File: config.mk
export PLATFORM = sky130hd
export DESIGN_NAME = combo_recorder
export DESIGN_NICKNAME = d
export VERILOG_FILES = /design/src/rtl/combo_recorder.sv
export SDC_FILE = /design/constraint.sdc
export NUM_CORES = 1
export LEC_CHECK = 0
export CAP_MARGIN = 0
export CORE_MARGIN = 2
export CORE_UTILIZATION = 37
export CTS_BUF_LIST = sky130_fd_sc_hd__clkbuf_8
export DETAILED_ROUTE_END_ITERATION = 8
export GPL_ROUTABILITY_DRIVEN = 0
export SLEW_MARGIN = 10
export SYNTH_ARGS = -nofsm -noshare
export SYNTH_HDL_FRONTEND = slang
export SYNTH_SLANG_ARGS = --single-unit
File: constraint.sdc
create_clock -name clk -period 3.2 [get_ports clk]
set_input_delay 0.64 -clock clk [delete_from_list [all_inputs] [get_ports clk]]
set_output_delay 0.64 -clock clk [all_outputs]
set_load 0.01 [all_outputs]
File: src/rtl/combo_recorder.sv
// Combination writer: captures a code from debounced nwse pulses, asks for it again,
// and commits it to `code` only when both entries agree.
module combo_recorder #(
    parameter int                    CODE_LEN       = 4,
    parameter int                    TIMEOUT_CYCLES = 100_000_000,
    parameter logic [2*CODE_LEN-1:0] DEFAULT_CODE   = 8'hE4
) (
    input  logic                    clk,
    input  logic                    rst,
    input  logic [3:0]              nwse,
    input  logic                    program_en,
    output logic [2*CODE_LEN-1:0]   code,
    output logic                    code_valid,
    output logic [1:0]              phase,
    output logic                    done,
    output logic                    err
);

    localparam int IDX_W = (CODE_LEN > 1) ? $clog2(CODE_LEN) : 1;
    localparam int TMR_W = $clog2(TIMEOUT_CYCLES + 1);
    localparam logic [IDX_W-1:0] LAST_IDX = IDX_W'(CODE_LEN - 1);
    localparam logic [TMR_W-1:0] TMR_LAST = TMR_W'(TIMEOUT_CYCLES - 1);

    localparam logic [1:0] S_IDLE    = 2'd0;
    localparam logic [1:0] S_ENTER   = 2'd1;
    localparam logic [1:0] S_CONFIRM = 2'd2;
    localparam logic [1:0] S_HOLD    = 2'd3;

    logic [1:0]              r_phase;
    logic [IDX_W-1:0]        r_idx;
    logic [TMR_W-1:0]        r_timer;
    logic                    r_mismatch;
    logic [2*CODE_LEN-1:0]   r_shadow;
    logic [2*CODE_LEN-1:0]   r_code;
    logic                    r_code_valid;
    logic                    r_done;
    logic                    r_err;

    logic                    w_press;
    logic                    w_legal;
    logic                    w_illegal;
    logic [1:0]              w_digit;
    logic                    w_last;
    logic                    w_digit_diff;
    logic                    w_timeout;

    // A legal press has exactly one bit set: clearing the lowest set bit leaves zero.
    assign w_press      = |nwse;
    assign w_legal      = w_press && ((nwse & (nwse - 4'd1)) == 4'd0);
    assign w_illegal    = w_press && !w_legal;
    assign w_last       = (r_idx == LAST_IDX);
    assign w_digit_diff = (r_shadow[{r_idx, 1'b0} +: 2] != w_digit);
    assign w_timeout    = (r_timer == TMR_LAST);

    always_comb begin
        w_digit = 2'd0;
        case (nwse)
            4'b0010: w_digit = 2'd1;
            4'b0100: w_digit = 2'd2;
            4'b1000: w_digit = 2'd3;
            default: w_digit = 2'd0;
        endcase
    end

    always_ff @(posedge clk) begin
        if (rst) begin
            r_phase      <= S_IDLE;
            r_idx        <= '0;
            r_timer      <= '0;
            r_mismatch   <= 1'b0;
            r_shadow     <= '0;
            r_code       <= DEFAULT_CODE;
            r_code_valid <= 1'b0;
            r_done       <= 1'b0;
            r_err        <= 1'b0;
        end else begin
            r_done <= 1'b0;
            r_err  <= 1'b0;
            case (r_phase)
                S_IDLE: begin
                    if (program_en) begin
                        r_phase    <= S_ENTER;
                        r_idx      <= '0;
                        r_timer    <= '0;
                        r_mismatch <= 1'b0;
                    end
                end
                S_HOLD: begin
                    if (!program_en) begin
                        r_phase <= S_IDLE;
                    end
                end
                default: begin
                    // ENTER and CONFIRM share the abort / illegal / timeout exits.
                    if (!program_en) begin
                        r_err   <= 1'b1;
                        r_phase <= S_IDLE;
                    end else if (w_illegal) begin
                        r_err   <= 1'b1;
                        r_phase <= S_HOLD;
                    end else if (w_legal) begin
                        r_timer <= '0;
                        if (r_phase == S_ENTER) begin
                            r_shadow[{r_idx, 1'b0} +: 2] <= w_digit;
                            if (w_last) begin
                                r_phase <= S_CONFIRM;
                                r_idx   <= '0;
                            end else begin
                                r_idx <= r_idx + 1'b1;
                            end
                        end else if (w_last) begin
                            r_phase <= S_HOLD;
                            if (r_mismatch || w_digit_diff) begin
                                r_err <= 1'b1;
                            end else begin
                                r_code       <= r_shadow;
                                r_code_valid <= 1'b1;
                                r_done       <= 1'b1;
                            end
                        end else begin
                            r_idx      <= r_idx + 1'b1;
                            r_mismatch <= r_mismatch | w_digit_diff;
                        end
                    end else if (w_timeout) begin
                        r_err   <= 1'b1;
                        r_phase <= S_HOLD;
                    end else begin
                        r_timer <= r_timer + 1'b1;
                    end
                end
            endcase
        end
    end

    assign code       = r_code;
    assign code_valid = r_code_valid;
    assign phase      = r_phase;
    assign done       = r_done;
    assign err        = r_err;

endmodule

==> results of run 1 <==
layer usage:
layer / track usage / part of all wire / vias to the layer above
met3: 0.03005 / 0.023 / 6
met4: 0.03718 / 0.0096 / 0
met5: 0 / 0 / -
met1: 0.2000 / 0.49 / 1131
li1: - / - / 1210
met2: 0.2618 / 0.47 / 28
state kept, by name, indices dropped and copies added, names as in the netlist:
| name | count |
|---|---|
| r_timer | 27 |
| err | 1 |
| r_shadow | 8 |
| phase | 2 |
| code_valid | 1 |
| done | 1 |
| r_mismatch | 1 |
| code | 8 |
| r_idx | 2 |
power by group:
group	internal [W]	leakage (nW)	switching (W)
clock	0.000236	0.0548	0.000231
combinational	0.0000744	0.624	0.000120
sequential	0.000644	0.412	0.0000132
synthesized netlist by cell type (3+ instances only):
master     instances  area, µm²
nand2_1           33      123.9
dfxtp_1           51       1021
o31ai_1            3      22.52
inv_1             13      48.80
o21ai_1            5      25.02
nor2_1            30      112.6
buf_2              6      30.03
xor2_1             3      26.28
and4_1             3      26.28
mux2i_1            8      80.08
a21boi_0           3      22.52
and3_1             6      37.54
xnor2_1           21      183.9
and2_1             4      25.02
nor3_1             9      45.04
o21ai_0            7      35.03
clkbuf_1           6      22.52
ha_1              10      125.1
nand3_1           11      55.05
a2111oi_0          4      35.03
nand4_1            8      50.05
or4_1              4      30.03
a211oi_1          10      75.07
a21oi_1           17      85.08
a21o_1             3      22.52
nor4b_1            5      43.79
area by class of cell:
cell class | instances | area (µm²)
Sequential cell | 51 | 1021
Fill cell | 741 | 4056
Timing Repair Buffer | 28 | 257.7
Clock inverter | 3 | 46.29
Clock buffer | 5 | 68.82
Inverter | 13 | 48.80
Tap cell | 99 | 123.9
Multi-Input combinational cell | 244 | 1630
kinds of logic after synthesis:
kind of cell | Yosys count | synth area share
AO/OA/AOI/OAI | 70 | 0.1739
adder cells (fa/ha/maj) | 10 | 0.04494
buffers and inverters | 29 | 0.04764
XOR/XNOR | 24 | 0.07551
AND/OR/NAND/NOR | 130 | 0.2463
flip-flops | 51 | 0.3667
multiplexers | 10 | 0.04494
layout by cell type (no fill, tap or decap), drive strengths merged, types with 11 or more instances in the layout:
master / netlist / layout
xnor2: 21 / 21
nand3: 11 / 11
nand2: 33 / 33
clkdlybuf4s50: 0 / 19
nor2: 30 / 30
o21ai: 13 / 13
inv: 13 / 14
a21oi: 18 / 18
dfxtp: 51 / 51
worst max-delay path, stage by stage:
cell             delay, ps
clkdlybuf4s50_1        510
xor2_1                 220
and2_1                 270
o31ai_1                870
a21boi_1               260
a21o_1                 230
a21oi_1                110
worst paths after layout:
kind | slack [ps] | endpoint | cells after the start | from
max | 310 | r_timer[19] | 7 | nwse[2]
min | 450 | code_valid | 2 | code_valid
max reg2reg | 760 | r_timer[19] | 6 | phase[1]
min reg2reg | 450 | code_valid | 2 | code_valid
per-stage QoR:
stage | setup slack [ps] | total power, W | hold slack (ps) | util
2_1_floorplan | 962.2 | 0.0008012 | 448.5 | -
3_3_place_gp | 127.7 | 0.0008644 | 436.6 | 0.4249
3_5_place_dp | 86.20 | 0.0008653 | 438.1 | 0.4249
4_1_cts | 360.7 | 0.001323 | 453.8 | 0.4407
5_1_grt | 177.2 | 0.001375 | 483.6 | 0.4407
6_report | 310.7 | 0.001318 | 450.0 | 0.4407
==> impl_results.md, run 1 <==
- Status: finished clean
- Row count: 31
- Seq/Total Area, Yosys: 0.3667
- Initial antenna violation count: 0
- Tmin final: 2889 ps
- Core area: 7253 µm²
- Area of the mapped netlist: ~2800 µm²
- Synthesized area per cell: between 8 and 9 µm²
- Grt ovf: 0
- Ys flop type: dfxtp_1
- Final Slew Violations: 0
- Routed length per instance: approximately 14 µm
- RSZ-0062 raised after global routing: no
- Clock slew at reported path FFs: roughly 110 ps
- DRC Markers: 0
- Synth-to-Final Area Change: 14.83%
- Die area: 8234 µm²
- Max-Cap Viols: 0
- Startpoint Class: input port
- PD cells: 412.4 nW/µm²
- Final hold vios: 0
- Die width: 90.74 µm
- Post-synth cell types: between 50 and 60
- Antenna diodes: 0
- EDFF count, synth: 0
- Syn nets: approximately 340
- Largest net degree at the start of global routing: 19
- CTS tree: built
- Setup Buffers After CTS: 0
- Tcrit/Tclk final: 0.9029
- Htree depth: 2
- FF+latch count, synth: just over 50
- Crit Path Max Fanout: 7
- Post-route cell area: approximately 3200 µm²
- Drt total wl: around 6100 µm
- Crit path arrival time: around 3100 ps
- Total global-route track usage: 0.1539
- First-pass GRT wire length: roughly 11,000 µm
- Placed cell area: ~3100 µm²
- Via count: between 2,000 and 2,500
- Max Buffers Root-to-Sink: 2
- Layout Skew: approximately 18 ps
- Post-CTS Resized: 0
- Mapped Cells: approximately 320
- Detailed Routing Iterations Pass 1: 4
- VDD IR max: ~0.18 mV
- Iter 0 DRT Violations: 84
- Number of buffers created by CTS: 5
- Vias in the first global route: 2,298
- Fin nets: 360
- Post-synthesis async set-or-reset flop share: 0
- CTS Sinks: 51
- Vias per cell: approximately 5.4
- Setup TNS: 0 ps
- Fin cells: 443
- Hold Path Class: flip-flop to flip-flop
- Initial core utilization: 0.3838
- CP endpoint kind: flip-flop
- Max-slew headroom: 0.2962
- Placed cells: about 440
- Clock Latency Late Sink: around 300 ps
- YS warnings: 0
- Setup Viol. Count Final: 0
- Static Leak: around 1.1 nW
- CTS Root Buffer Type: clkbuf_8
- Hold buffer count at CTS: 0
- Slew @ Worst Pin: ~1000 ps
- Critical Path RT: between 3000 and 4000 ps
- Number of top-level pins: 20
- Die height: slightly above 90 µm
- Setup Crit Path Kind: input port to flip-flop
- Port Buffers: 19
- Ratio of cells with drive above 1 in the final layout: 0.07558
- Max Clk Rate: about 350 MHz
- Antenna Nets Post-Route: 0
- Post-DP HPWL: 4464 µm
Note: power is estimated with default switching activity, not from simulation.
==> run 2, diff against run 1 <==
--- a/config.mk
+++ b/config.mk
@@ -7,10 +7,11 @@
 export LEC_CHECK = 0
 export CAP_MARGIN = 0
 export CORE_MARGIN = 2
-export CORE_UTILIZATION = 37
+export CORE_UTILIZATION = 55
 export CTS_BUF_LIST = sky130_fd_sc_hd__clkbuf_8
 export DETAILED_ROUTE_END_ITERATION = 8
 export GPL_ROUTABILITY_DRIVEN = 0
+export PLACE_DENSITY = 0.75
 export SLEW_MARGIN = 10
 export SYNTH_ARGS = -nofsm -noshare
 export SYNTH_HDL_FRONTEND = slang
==> constraint.sdc (replaced) <==
create_clock -name clk -period 3.49 [get_ports clk]
set_input_delay 0.698 -clock clk [delete_from_list [all_inputs] [get_ports clk]]
set_output_delay 0.698 -clock clk [all_outputs]
set_load 0.01 [all_outputs]
==> run 2 against run 1 <==
  * Total power down 9.7%
  * Critical endpoint is now code[5]
  * Routed wire length fell by 3.2%
  * Clock power shrank 12%
  * Worst hold slack better by 4.4 ps
  * First-iteration DRC count is 20% higher
  * Setup slack better by 410 ps
  * Utilization grew 21 points
==> impl_results.md, run 2 (synthesized netlist as in run 1, its figures left out) <==
- CTS Root Buffer Type: clkbuf_8 (unchanged)
- Reg with most FFs: r_timer (unchanged)
- Max Buffers Root-to-Sink: 2 (unchanged)
- Grt ovf: 0 (unchanged)
- Layout Skew: 8.262 ps (was 18.31 ps)
- Final WS setup: 717.2 ps (was 310.7 ps)
- Detailed Routing Iterations Pass 1: 4 (unchanged)
- Most common cell after layout, fill and taps aside: dfxtp_1 (unchanged)
- Setup Viol. Count Final: 0 (unchanged)
- VDD IR max: 0.3916 mV (was 0.1838 mV)
- Place WS: 397.3 ps (was 86.20 ps)
- R2r endpoint: code[5] (was r_timer[19])
- Static Leak: 1.074 nW (was 1.090 nW)
- Final Slew Violations: 0 (unchanged)
- Largest net degree at the start of global routing: 22 (was 19)
- Iter 0 DRT Violations: 101 (was 84)
- R2r setup slk: 960 ps (was 760 ps)
- Worst Reg-to-Reg Cells: 5 (was 6)
- Drt total wl: 5927 µm (was 6124 µm)
- Reg-to-Reg Start: r_idx[0] (was phase[1])
- Routed length on met3: 202 µm (was 140 µm)
- Antenna Nets Post-Route: 0 (unchanged)
- CP endpoint kind: flip-flop (unchanged)
- DRC Markers: 0 (unchanged)
- Setup Crit Path Kind: input port to flip-flop (unchanged)
- Critical Path RT: 3660 ps (was 3420 ps)
- Clock slew at reported path FFs: 90 ps (was 110 ps)
- Hold buffer count at CTS: 0 (unchanged)
- Port Buffers: 19 (unchanged)
- Clock Latency Late Sink: 300 ps (about the same)
- Hold Path Class: flip-flop to flip-flop (unchanged)
- Setup Buffers After CTS: 0 (unchanged)
- Die height: 75.15 µm (was 90.74 µm)
- Initial core utilization: 0.5779 (was 0.3838)
- Fin nets: 356 (was 360)
- Max reg flops: 27 (unchanged)
- Post-DP HPWL: 4312 µm (was 4464 µm)
- RSZ-0062 raised after global routing: no (unchanged)
- Status: finished clean (unchanged)
- Routed length per instance: 14.56 µm (was 13.82 µm)
- Number of top-level pins: 20 (unchanged)
- Via count: 2,405 (was 2,375)
- Initial antenna violation count: 0 (unchanged)
- Max Clk Rate: 360.6 MHz
- Tmin final: 2773 ps
- Setup TNS: 0 ps (unchanged)
- Final hold vios: 0 (unchanged)
- Vias in the first global route: 2,233 (was 2,298)
- CTS tree: built (unchanged)
- Ratio of cells with drive above 1 in the final layout: 0.06471 (was 0.07558)
- Crit path arrival time: 2940 ps (was 3110 ps)
- Hold Slack: 454.4 ps (was 450.0 ps)
- Row count: 25 (was 31)
- PD cells: 380.9 nW/µm² (was 412.4 nW/µm²)
- Met2 wire length: 2981 µm (was 2897 µm)
- CTS Sinks: 51 (unchanged)
- Commonest non-fill, non-tap cells in the layout: dfxtp_1, nand2_1, nor2_1 (unchanged)
- Max-slew headroom: 0.6241 (was 0.2962)
- Number of buffers created by CTS: 5 (unchanged)
- Top sig layer: met4 (unchanged)
- # fillers: 440 (was 741)
- Crit Path Max Fanout: 18 (was 7)
- Vias per cell: 5.909 (was 5.361)
- First-pass GRT wire length: 10,050 µm (was 10,640 µm)
- Tcrit/Tclk final: 0.7945
- Antenna diodes: 0 (unchanged)
- Post-CTS Resized: 0 (unchanged)
- Routed met1 length: 2660 µm (was 3026 µm)
- Max-Cap Viols: 0 (unchanged)
- Total global-route track usage: 0.2286 (was 0.1539)
- Synth-to-Final Area Change: 12.22% (was 14.83%)
- HP Start: code_valid (unchanged)
- Hold path endpoint: code_valid (unchanged)
- Startpoint Class: input port (unchanged)
- Htree depth: 2 (unchanged)
- Die width: 75.15 µm (was 90.74 µm)
- Final core occ: 0.6486 (was 0.4407)
- Hold path cells: 2 (unchanged)
- Die area: 5647 µm² (was 8234 µm²)
- Core area: 4817 µm² (was 7253 µm²)
- Slew @ Worst Pin: 549.7 ps (was 1047 ps)
-- run 2: changes by cell type in the layout (fill, tap and decap cells not counted) --
cell | before | now
buf_4 | 9 | 5
clkinvlp_4 | 1 | 0
clkinv_4 | 0 | 1
clkinv_2 | 0 | 1
inv_6 | 1 | 0
-- run 2: per-layer routing --
metal,track usage,up-vias
met4,0.07602,0
met1,0.2819,1148
met2,0.4016,46
met3,0.04284,12
li1,-,1199
met5,0,-
-- run 2: area by class of cell --
cell class              instances  area [µm²]  share of cell area
multi-input cells             244        1630              0.5218
flip-flops and latches         51        1021              0.3268
repair buffers                 24       227.7             0.07289
well taps                      67       83.83             0.02683
clock buffers                   5       68.82             0.02203
inverters                      13       48.80             0.01562
clock inverters                 3       43.79             0.01402
-- run 2: through the flow --
step           total power (W)  std cells  area (µm²)
2_1_floorplan        0.0007346        324        2784
6_report              0.001190        407        3124
3_5_place_dp         0.0007901        399        3012
3_3_place_gp         0.0007869        399        3012
4_1_cts               0.001201        407        3124
5_1_grt               0.001243        407        3124
-- run 2: worst max-delay path by stage --
stage,end,slack [ps],from,cells past startpoint
2_1_floorplan,r_timer[26],1190,nwse[3],8
3_3_place_gp,code[5],490,nwse[3],7
3_5_place_dp,code[5],400,nwse[2],7
4_1_cts,code[5],720,nwse[2],7
5_1_grt,code[5],500,nwse[2],7
6_report,code[5],720,nwse[2],7
-- run 2: where the power goes --
| group | total (W) | internal [W] | switching, W |
|---|---|---|---|
| Clock | 0.000409 | 0.000214 | 0.000196 |
| Combinational | 0.000178 | 0.0000663 | 0.000112 |
| Sequential | 0.000602 | 0.000591 | 0.0000115 |
-- run 2: critical path, stage by stage --
cell             delay [ps]
clkdlybuf4s50_1         590
xor2_1                  230
and2_1                  310
o2111ai_1               130
or4_1                   700
nor3_1                  240
a21oi_1                  60
==> run 3, diff against run 2 <==
--- a/config.mk
+++ b/config.mk
@@ -11,7 +11,7 @@
 export CTS_BUF_LIST = sky130_fd_sc_hd__clkbuf_8
 export DETAILED_ROUTE_END_ITERATION = 8
 export GPL_ROUTABILITY_DRIVEN = 0
-export PLACE_DENSITY = 0.75
+export PLACE_DENSITY = 0.78
 export SLEW_MARGIN = 10
 export SYNTH_ARGS = -nofsm -noshare
 export SYNTH_HDL_FRONTEND = slang
==> constraint.sdc (replaced) <==
create_clock -name clk -period 2.55 [get_ports clk]
set_input_delay 0.51 -clock clk [delete_from_list [all_inputs] [get_ports clk]]
set_output_delay 0.51 -clock clk [all_outputs]
set_load 0.01 [all_outputs]
==> run 3 against run 2 <==
  * Clock-buffer cell count up 1
  * Register-to-register slack worse by 710 ps
  * Sequential cell count did not move
  * Total power up 43%
  * Final area is 6.6% higher
  * Clock skew about the same
  * Clock power up 45%
  * Cell count is 6.6% higher
  * Highest routed layer unchanged
==> impl_results.md, run 3 (synthesized netlist as in run 1, its figures left out) <==
- Htree depth: 2 (unchanged)
- Post-CTS Resized: 0 (unchanged)
- Hold path endpoint: code_valid (unchanged)
- P_int: 0.001250 W (was 0.0008706 W)
- RSZ-0062 raised after global routing: no (unchanged)
- Via count: 2,489 (was 2,405)
- Number of top-level pins: 20 (unchanged)
- Largest net degree at the start of global routing: 22 (unchanged)
- Placed cells: 426 (was 399)
- Iter 0 DRT Violations: 150 (was 101)
- Ratio of cells with drive above 1 in the final layout: 0.1335 (was 0.06471)
- Startpoint Class: input port (unchanged)
- HP Start: code_valid (unchanged)
- Sequential Power Share: 0.482 (was 0.506)
- Max reg flops: 27 (unchanged)
- Critical Path RT: 2750 ps (was 3660 ps)
- Worst Reg-to-Reg Cells: 8 (was 5)
- Layout Skew: 8.546 ps (was 8.262 ps)
- Total global-route track usage: 0.2410 (was 0.2286)
- Die height: 75.15 µm (unchanged)
- Synth-to-Final Area Change: 19.69% (was 12.22%)
- Clock slew at reported path FFs: 90 ps (about the same)
- Final hold vios: 0 (unchanged)
- Tcrit/Tclk final: 0.9300
- CTS Sinks: 51 (unchanged)
- Final core occ: 0.6917 (was 0.6486)
- Die width: 75.15 µm (unchanged)
- Post-route cell area: 3332 µm² (was 3124 µm²)
- Port Buffers: 19 (unchanged)
- Max Buffers Root-to-Sink: 2 (unchanged)
- DRC Markers: 0 (unchanged)
- Setup Crit Path Kind: input port to flip-flop (unchanged)
- Max-Cap Viols: 0 (unchanged)
- Most common cell after layout, fill and taps aside: dfxtp_1 (unchanged)
- Place WS: -117.5 ps (was 397.3 ps)
- Grt ovf: 0 (unchanged)
- Hold path cells: 2 (unchanged)
- First-pass GRT wire length: 10,400 µm (was 10,050 µm)
- Crit Path Max Fanout: 18 (unchanged)
- Hold buffer count at CTS: 0 (unchanged)
- R2r setup slk: 250 ps (was 960 ps)
- Crit path arrival time: 2570 ps (was 2940 ps)
- Drt total wl: 6293 µm (was 5927 µm)
- Max-slew headroom: 0.6437 (was 0.6241)
- Reg with most FFs: r_timer (unchanged)
- Switch Pwr: 0.0004554 W (was 0.0003195 W)
- Reg-to-Reg Start: r_timer[2] (was r_idx[0])
- PD cells: 511.8 nW/µm² (was 380.9 nW/µm²)
- Setup Buffers After CTS: 0 (unchanged)
- Status: finished clean (unchanged)
- Number of buffers created by CTS: 5 (unchanged)
- Vias in the first global route: 2,178 (was 2,233)
- Hold Slack: 452.5 ps (was 454.4 ps)
- Tmin final: 2371 ps
- Setup Viol. Count Final: 0 (unchanged)
- Antenna Nets Post-Route: 0 (unchanged)
- Fin nets: 383 (was 356)
- Row count: 25 (unchanged)
- Initial antenna violation count: 0 (unchanged)
- Final WS setup: 178.6 ps (was 717.2 ps)
- Switching part of the total power: 0.2671 (was 0.2685)
- CTS tree: built (unchanged)
- Hold Path Class: flip-flop to flip-flop (unchanged)
- VDD IR max: 0.3122 mV (was 0.3916 mV)
- CTS Root Buffer Type: clkbuf_8 (unchanged)
- Slew @ Worst Pin: 521.0 ps (was 549.7 ps)
- Vias per cell: 5.735 (was 5.909)
- Commonest non-fill, non-tap cells in the layout: dfxtp_1, nand2_1, buf_4 (was dfxtp_1, nand2_1, nor2_1)
- CP endpoint kind: flip-flop (unchanged)
- R2r endpoint: r_timer[8] (was code[5])
- Fin cells: 434 (was 407)
- Core area: 4817 µm² (unchanged)
- Detailed Routing Iterations Pass 1: 4 (unchanged)
- Initial core utilization: 0.5779 (unchanged)
- Static Leak: 1.207 nW (was 1.074 nW)
- Post-DP HPWL: 4625 µm (was 4312 µm)
- Final Slew Violations: 0 (unchanged)
- Clk network pwr share: 0.349 (was 0.344)
- Routed length per instance: 14.50 µm (was 14.56 µm)
- Logic pwr share: 0.169 (was 0.150)
- Placed cell area: 3214 µm² (was 3012 µm²)
- Die area: 5647 µm² (unchanged)
- Max Clk Rate: roughly 420 MHz
- Antenna diodes: 0 (unchanged)
- Clock Latency Late Sink: 310 ps (was 300 ps)
==> run 3: layer usage <==
metal | vias up | wire length, µm | GRT usage
met1 | 1164 | 3038 | 0.3419
met3 | 7 | 321 | 0.04953
met4 | 0 | 95 | 0.08382
met5 | - | 0 | 0
li1 | 1258 | - | -
met2 | 60 | 2838 | 0.3655
==> run 3: stage by stage <==
step                TNS [ps]  power, W
floorplan                  0  0.001005
global placement      -358.3  0.001115
detailed placement     -1161  0.001123
CTS                        0  0.001716
global route               0  0.001778
finish                     0  0.001705
==> run 3: critical path, cell delays in order <==
cell             delay (ps)
clkdlybuf4s50_1         480
buf_4                   170
a211oi_1                250
o21a_1                  200
o2111ai_1               130
or4_1                   410
buf_4                   210
nor3_1                  160
a21oi_1                  50
==> run 3: power groups by stage <==
stage	combinational, W	clock [W]	sequential (W)
after detailed placement	0.000283	0	0.000840
after CTS	0.000285	0.000609	0.000822
after global placement	0.000275	0	0.000840
after floorplan	0.000166	0	0.000840
final	0.000288	0.000595	0.000822
after global routing	0.000318	0.000636	0.000824
==> run 3: worst max path at each step <==
stage / from / to
CTS: nwse[0] / code[6]
detailed placement: nwse[0] / code[6]
floorplan: r_idx[0] / code_valid
finish: nwse[0] / code[6]
global route: nwse[0] / code[2]
global placement: nwse[0] / code[5]
==> run 3: area by class of cell <==
| type | count | area, µm² |
|---|---|---|
| Multi-Input combinational cell | 244 | 1630 |
| Fill cell | 415 | 1485 |
| Sequential cell | 51 | 1021 |
| Timing Repair Buffer | 51 | 430.4 |
| Tap cell | 67 | 83.83 |
| Clock buffer | 6 | 82.58 |
| Inverter | 13 | 48.80 |
| Clock inverter | 2 | 35.03 |
